### src/rtl/jk_bank_pkg.sv
// Shared types for the JK bank sequencer: opcodes, FSM states, JK codes.
// Imported by jk_cell and jk_bank_ctrl.
package jk_bank_pkg;

  typedef enum logic [2:0] {
    OP_HOLD   = 3'd0,
    OP_LOAD   = 3'd1,
    OP_CLEAR  = 3'd2,
    OP_TOGGLE = 3'd3,
    OP_INC    = 3'd4,
    OP_DEC    = 3'd5,
    OP_SHL    = 3'd6,
    OP_RSVD   = 3'd7
  } op_e;

  typedef enum logic [1:0] {
    IDLE = 2'd0,
    RUN  = 2'd1,
    DONE = 2'd2
  } state_e;

  localparam logic [1:0] JK_HOLD = 2'b00;
  localparam logic [1:0] JK_CLR  = 2'b01;
  localparam logic [1:0] JK_SET  = 2'b10;
  localparam logic [1:0] JK_TGL  = 2'b11;

endpackage

### src/rtl/jk_cell.sv
// One JK flip-flop, sync active-low reset to 0.
// Ports: clk, reset, j, k in; q out.
module jk_cell
  import jk_bank_pkg::*;
(
  input  logic clk,
  input  logic reset,
  input  logic j,
  input  logic k,
  output logic q
);

  always_ff @(posedge clk) begin
    if (!reset) begin
      q <= 1'b0;
    end else begin
      case ({j, k})
        JK_CLR:  q <= 1'b0;
        JK_SET:  q <= 1'b1;
        JK_TGL:  q <= ~q;
        default: q <= q;
      endcase
    end
  end

endmodule

### src/rtl/jk_bank_ctrl.sv
// Command sequencer driving a bank of WIDTH JK cells for N steps.
// Ports: clk, reset (sync, low), cmd_valid/ready/op/arg/steps, q, busy, done.
// Option: JK_BANK_CTRL_SAT_EN makes INC/DEC saturate instead of wrap.
module jk_bank_ctrl
  import jk_bank_pkg::*;
#(
  parameter int WIDTH = 8,
  parameter int STEPW = 8
) (
  input  logic             clk,
  input  logic             reset,
  input  logic             cmd_valid,
  output logic             cmd_ready,
  input  logic [2:0]       cmd_op,
  input  logic [WIDTH-1:0] cmd_arg,
  input  logic [STEPW-1:0] cmd_steps,
  output logic [WIDTH-1:0] q,
  output logic             busy,
  output logic             done
);

  state_e           state;
  op_e              op_q;
  logic [WIDTH-1:0] arg_q;
  logic [STEPW-1:0] cnt;
  logic [WIDTH-1:0] j;
  logic [WIDTH-1:0] k;
  logic [WIDTH-1:0] carry;
  logic [WIDTH-1:0] borrow;
  logic             sat_hold;

  // carry[i] = &q[i-1:0], borrow[i] = &~q[i-1:0]
  always_comb begin
    logic c;
    logic b;
    c = 1'b1;
    b = 1'b1;
    for (int i = 0; i < WIDTH; i++) begin
      carry[i]  = c;
      borrow[i] = b;
      c = c & q[i];
      b = b & ~q[i];
    end
  end

`ifdef JK_BANK_CTRL_SAT_EN
  // Saturated steps still burn a cycle so done timing is unchanged.
  always_comb begin
    sat_hold = ((op_q == OP_INC) && (&q))
            || ((op_q == OP_DEC) && (q == '0));
  end
`else
  always_comb begin
    sat_hold = 1'b0;
  end
`endif

  always_comb begin
    j = '0;
    k = '0;
    if (state == RUN && !sat_hold) begin
      case (op_q)
        OP_LOAD: begin
          j = arg_q;
          k = ~arg_q;
        end
        OP_CLEAR: begin
          k = '1;
        end
        OP_TOGGLE: begin
          j = arg_q;
          k = arg_q;
        end
        OP_INC: begin
          j = carry;
          k = carry;
        end
        OP_DEC: begin
          j = borrow;
          k = borrow;
        end
        OP_SHL: begin
          j = {q[WIDTH-2:0], arg_q[0]};
          k = ~{q[WIDTH-2:0], arg_q[0]};
        end
        default: begin
          j = '0;
          k = '0;
        end
      endcase
    end
  end

  always_ff @(posedge clk) begin
    if (!reset) begin
      state     <= IDLE;
      op_q      <= OP_HOLD;
      arg_q     <= '0;
      cnt       <= '0;
      cmd_ready <= 1'b0;
      busy      <= 1'b0;
      done      <= 1'b0;
    end else begin
      case (state)
        IDLE: begin
          if (cmd_valid && cmd_ready) begin
            state     <= RUN;
            op_q      <= op_e'(cmd_op);
            arg_q     <= cmd_arg;
            cnt       <= (cmd_steps == '0) ? STEPW'(1) : cmd_steps;
            cmd_ready <= 1'b0;
            busy      <= 1'b1;
          end else begin
            cmd_ready <= 1'b1;
          end
        end
        RUN: begin
          if (cnt == STEPW'(1)) begin
            state <= DONE;
            busy  <= 1'b0;
            done  <= 1'b1;
          end else begin
            cnt <= cnt - STEPW'(1);
          end
        end
        DONE: begin
          state     <= IDLE;
          done      <= 1'b0;
          cmd_ready <= 1'b1;
        end
        default: begin
          state     <= IDLE;
          busy      <= 1'b0;
          done      <= 1'b0;
          cmd_ready <= 1'b0;
        end
      endcase
    end
  end

  for (genvar g = 0; g < WIDTH; g++) begin : g_cell
    jk_cell u_cell (
      .clk   (clk),
      .reset (reset),
      .j     (j[g]),
      .k     (k[g]),
      .q     (q[g])
    );
  end

endmodule
### config.mk
export PLATFORM = sky130hd
export DESIGN_NAME = jk_bank_ctrl
export DESIGN_NICKNAME = d
export VERILOG_FILES = /design/src/rtl/jk_bank_pkg.sv /design/src/rtl/jk_cell.sv /design/src/rtl/jk_bank_ctrl.sv
export SDC_FILE = /design/constraint.sdc
export NUM_CORES = 1
export LEC_CHECK = 0
export CORE_ASPECT_RATIO = 0.7
export CORE_MARGIN = 1.5
export CORE_UTILIZATION = 30
export DETAILED_ROUTE_END_ITERATION = 12
export SYNTH_ARGS = -nofsm -noshare
export SYNTH_HDL_FRONTEND = slang
export SYNTH_SLANG_ARGS = --single-unit
### constraint.sdc
create_clock -name clk -period 2 [get_ports clk]
set_input_delay 0.3 -clock clk [delete_from_list [all_inputs] [get_ports clk]]
set_output_delay 0.3 -clock clk [all_outputs]
set_load 0.005 [all_outputs]
==> impl_metrics.toml <==
[synthesis]
netlist_area_um2 = 2155
synth.top_cell.area_share_pct = 29.73
synth_xor_area_share_pct = 0
ys_seq_area_share_pct = 29.73
yosysMostFrequentCell = "nand2_1"
syn_inst = 293
yosys_warnings = 0
ys.flop_type = "dfxtp_1"
synth-compound-area-share_pct = 30.72
yosys_register_bits = 32
ys_types = 52
synthArstFlopShare_pct = 0
synthAdderAreaFrac_pct = 1.161
synth_top_area_cell = "dfxtp_1"
synthSimpleGateAreaFrac_pct = 29.79
synth_fp_nets = 317
netlist_top_cells_count = "nand2_1, a21oi_1, dfxtp_1, nor2_1, o21ai_0"
synth_top_family_by_area = "compound AO/OA/AOI/OAI gates"
synth_edf_count = 0
ys_top_cells_by_area = "dfxtp_1, a21oi_1, nand2_1"
synth.avg_cell_area_um2 = 7.353
synth.area.mux_share_pct = 0

[final_layout]
fin_area_um2 = 2655
num-nets-final = 342
diodes = 0
fill_cells = 711
layoutNonFillerInstCount = 413
drive_gt1_share_pct = 13.48
synthToLayoutAreaGrowth_pct = 23.23

[timing]
setup_tns_ns = 0
hold_violations = 0
post-route-period-util_pct = 92.22
worst_pin_slew_ns = 0.4902
fmax_mhz = 542.2
maxSlewViolCount = 0
setup_violations = 0
maxSlewHeadroom_pct = 67.27
period_needed_ns = 1.844
rsz0062_at_grt = "false"
fin_worst_skew_ns = 0.006795

[critical_path]
arrival_ns = 2.03
crit_path_end_kind = "flip-flop"
path_class = "flip-flop to flip-flop"
worstPathCellList = "or4_4, nor3_4, nor2_2, a222oi_1, nor2_1"
crit_required_ns = 2.18
crit_fanout = 7
cp.buffers_inverters = 0
cpMaxStageDelayCell = "or4_4"
start_kind = "flip-flop"
critPathTopFamily = "simple AND/OR/NAND/NOR gates"
critPathMaxStageDelay_ns = 0.57

[grt]
grt_pass1_wl_mm = 10.12
gr-total-overflow = 0
gr-usage-all-layers_pct = 16.73
grt_pass1_vias = 1932
grt_max_degree = 27
antenna_found_initial = 0

[min_path]
min-delay-path-class = "flip-flop to flip-flop"

[power]
power_w = 0.001728
p_switching_w = 0.0005913
powerDensity_nw_per_um2 = 651.0
swShare_pct = 34.21
clkPwrFrac_pct = 30.1
leakage_nw = 0.9462
comb_power_share_pct = 25.3
pwr-share-seq_pct = 44.6
p_int_w = 0.001137
vdd_drop_max_mv = 0.3010

[cts]
cts_resized = 0
clk_path_buf_depth = 2
cts_buffers = 5
cts_tree = "built"
cts.sinks = 32
hold_buffers = 0
htree_levels = 2
clockRootBuffer = "clkbuf_8"
postCtsSetupBuffers = 0
cts.reportedPaths.clkPinSlew_ns = 0.08
clkLatencyLatePin_ns = 0.30

[route]
detail_route.vias_per_cell = 5.496
ant_nets = 0
vias = 2270
dr.first_iter.drc_count = 211
wl_per_cell_um = 15.27
drc_errors = 0
wl_mm = 6.308
dr.pass1.iters = 5

[floorplanning]
die_height_um = 73.91
die-area_um2 = 7708
die_width_um = 104.3
core_um2 = 6850
start_util_pct = 31.45
fp-row-count = 25
io_pins = 33

[placement]
place_congestion = 0.8877
placed_cell_area_um2 = 2557
hpwl_mm = 4.572
placed_cells = 405
port_buffers = 32

[status]
status = "finished clean"

[run]
max-cap-violations = 0
==> power by group through the flow <==
stage | clock, W | sequential [W] | combinational [W]
floorplan | 0 | 0.000730 | 0.000325
global placement | 0 | 0.000778 | 0.000423
detailed placement | 0 | 0.000780 | 0.000427
CTS | 0.000528 | 0.000765 | 0.000430
global route | 0.000565 | 0.000780 | 0.000480
finish | 0.000519 | 0.000771 | 0.000438
==> cell type report <==
class	count	area [um^2]	area share, %
tap	94	117.6	4.430
clock inverter	3	18.77	0.7069
clock buffer	5	68.82	2.592
multi-input combinational	223	1336	50.33
sequential	32	643.1	24.22
timing repair buffer	48	440.4	16.59
inverter	8	30.03	1.131
==> sequential cells by signal, indices dropped and copies added (netlist names) <==
signal,cells
arg_q,8
cmd_ready,1
op_q,3
done,1
g_cell.u_cell.q,8
cnt,8
state,2
busy,1
==> through the flow <==
stage / util [%] / hold slack (ns) / setup WS, ns
6_report: 38.76 / 0.4607 / 0.1555
3_5_place_dp: 37.33 / 0.4522 / 0.08430
5_1_grt: 38.76 / 0.4746 / 0.02402
2_1_floorplan: - / 0.4360 / 0.3645
3_3_place_gp: 37.33 / 0.4463 / 0.1003
4_1_cts: 38.61 / 0.4627 / 0.1777
==> cell usage in the layout, fill, tap and decap left out, drive strengths merged, types with 4 or more instances in the layout <==
master         netlist  final
nand2               45     45
a21oi               34     34
clkdlybuf4s50        0     32
dfxtp               32     32
nor2                26     26
o21ai               26     26
buf                 18     16
inv                  8      8
nand2b               7      7
o211ai               7      7
nor3b                5      5
nor2b                5      5
clkbuf              12      5
or4                  5      5
nor3                 5      5
and3                 4      4
nand3                4      4
a31oi                4      4
a211oi               4      4
==> kinds of logic after synthesis <==
kind of cell,after synthesis
buf+inv,38
flops,32
compound gates,104
fa+ha+maj,2
simple gates,117
==> metal layers <==
| metal | share of wire (%) | up-vias | routed length, um | global-route usage (%) |
|---|---|---|---|---|
| met4 | 1.4 | 0 | 89 | 6.019 |
| li1 | - | 1117 | - | - |
| met1 | 52 | 1053 | 3279 | 25.47 |
| met3 | 6.6 | 9 | 416 | 3.283 |
| met2 | 40 | 91 | 2523 | 22.95 |
| met5 | 0 | - | 0 | 0 |
==> worst register-to-register path: stages (launching register included) <==
cell      delay, ns
dfxtp_1        0.37
or4_4          0.57
nor3_4         0.30
nor2_2         0.13
a222oi_1       0.30
nor2_1         0.07
==> final timing paths <==
kind / startpoint / end / slack [ns] / depth (start not counted)
min: arg_q[1]$_SDFFE_PN0P_ / arg_q[1]$_SDFFE_PN0P_ / 0.46 / 2
max reg2reg: cnt[3]$_SDFFE_PN0P_ / cnt[6]$_SDFFE_PN0P_ / 0.16 / 5
max: cnt[3]$_SDFFE_PN0P_ / cnt[6]$_SDFFE_PN0P_ / 0.16 / 5
min reg2reg: arg_q[1]$_SDFFE_PN0P_ / arg_q[1]$_SDFFE_PN0P_ / 0.46 / 2
Note: power is estimated with default switching activity, not from simulation.
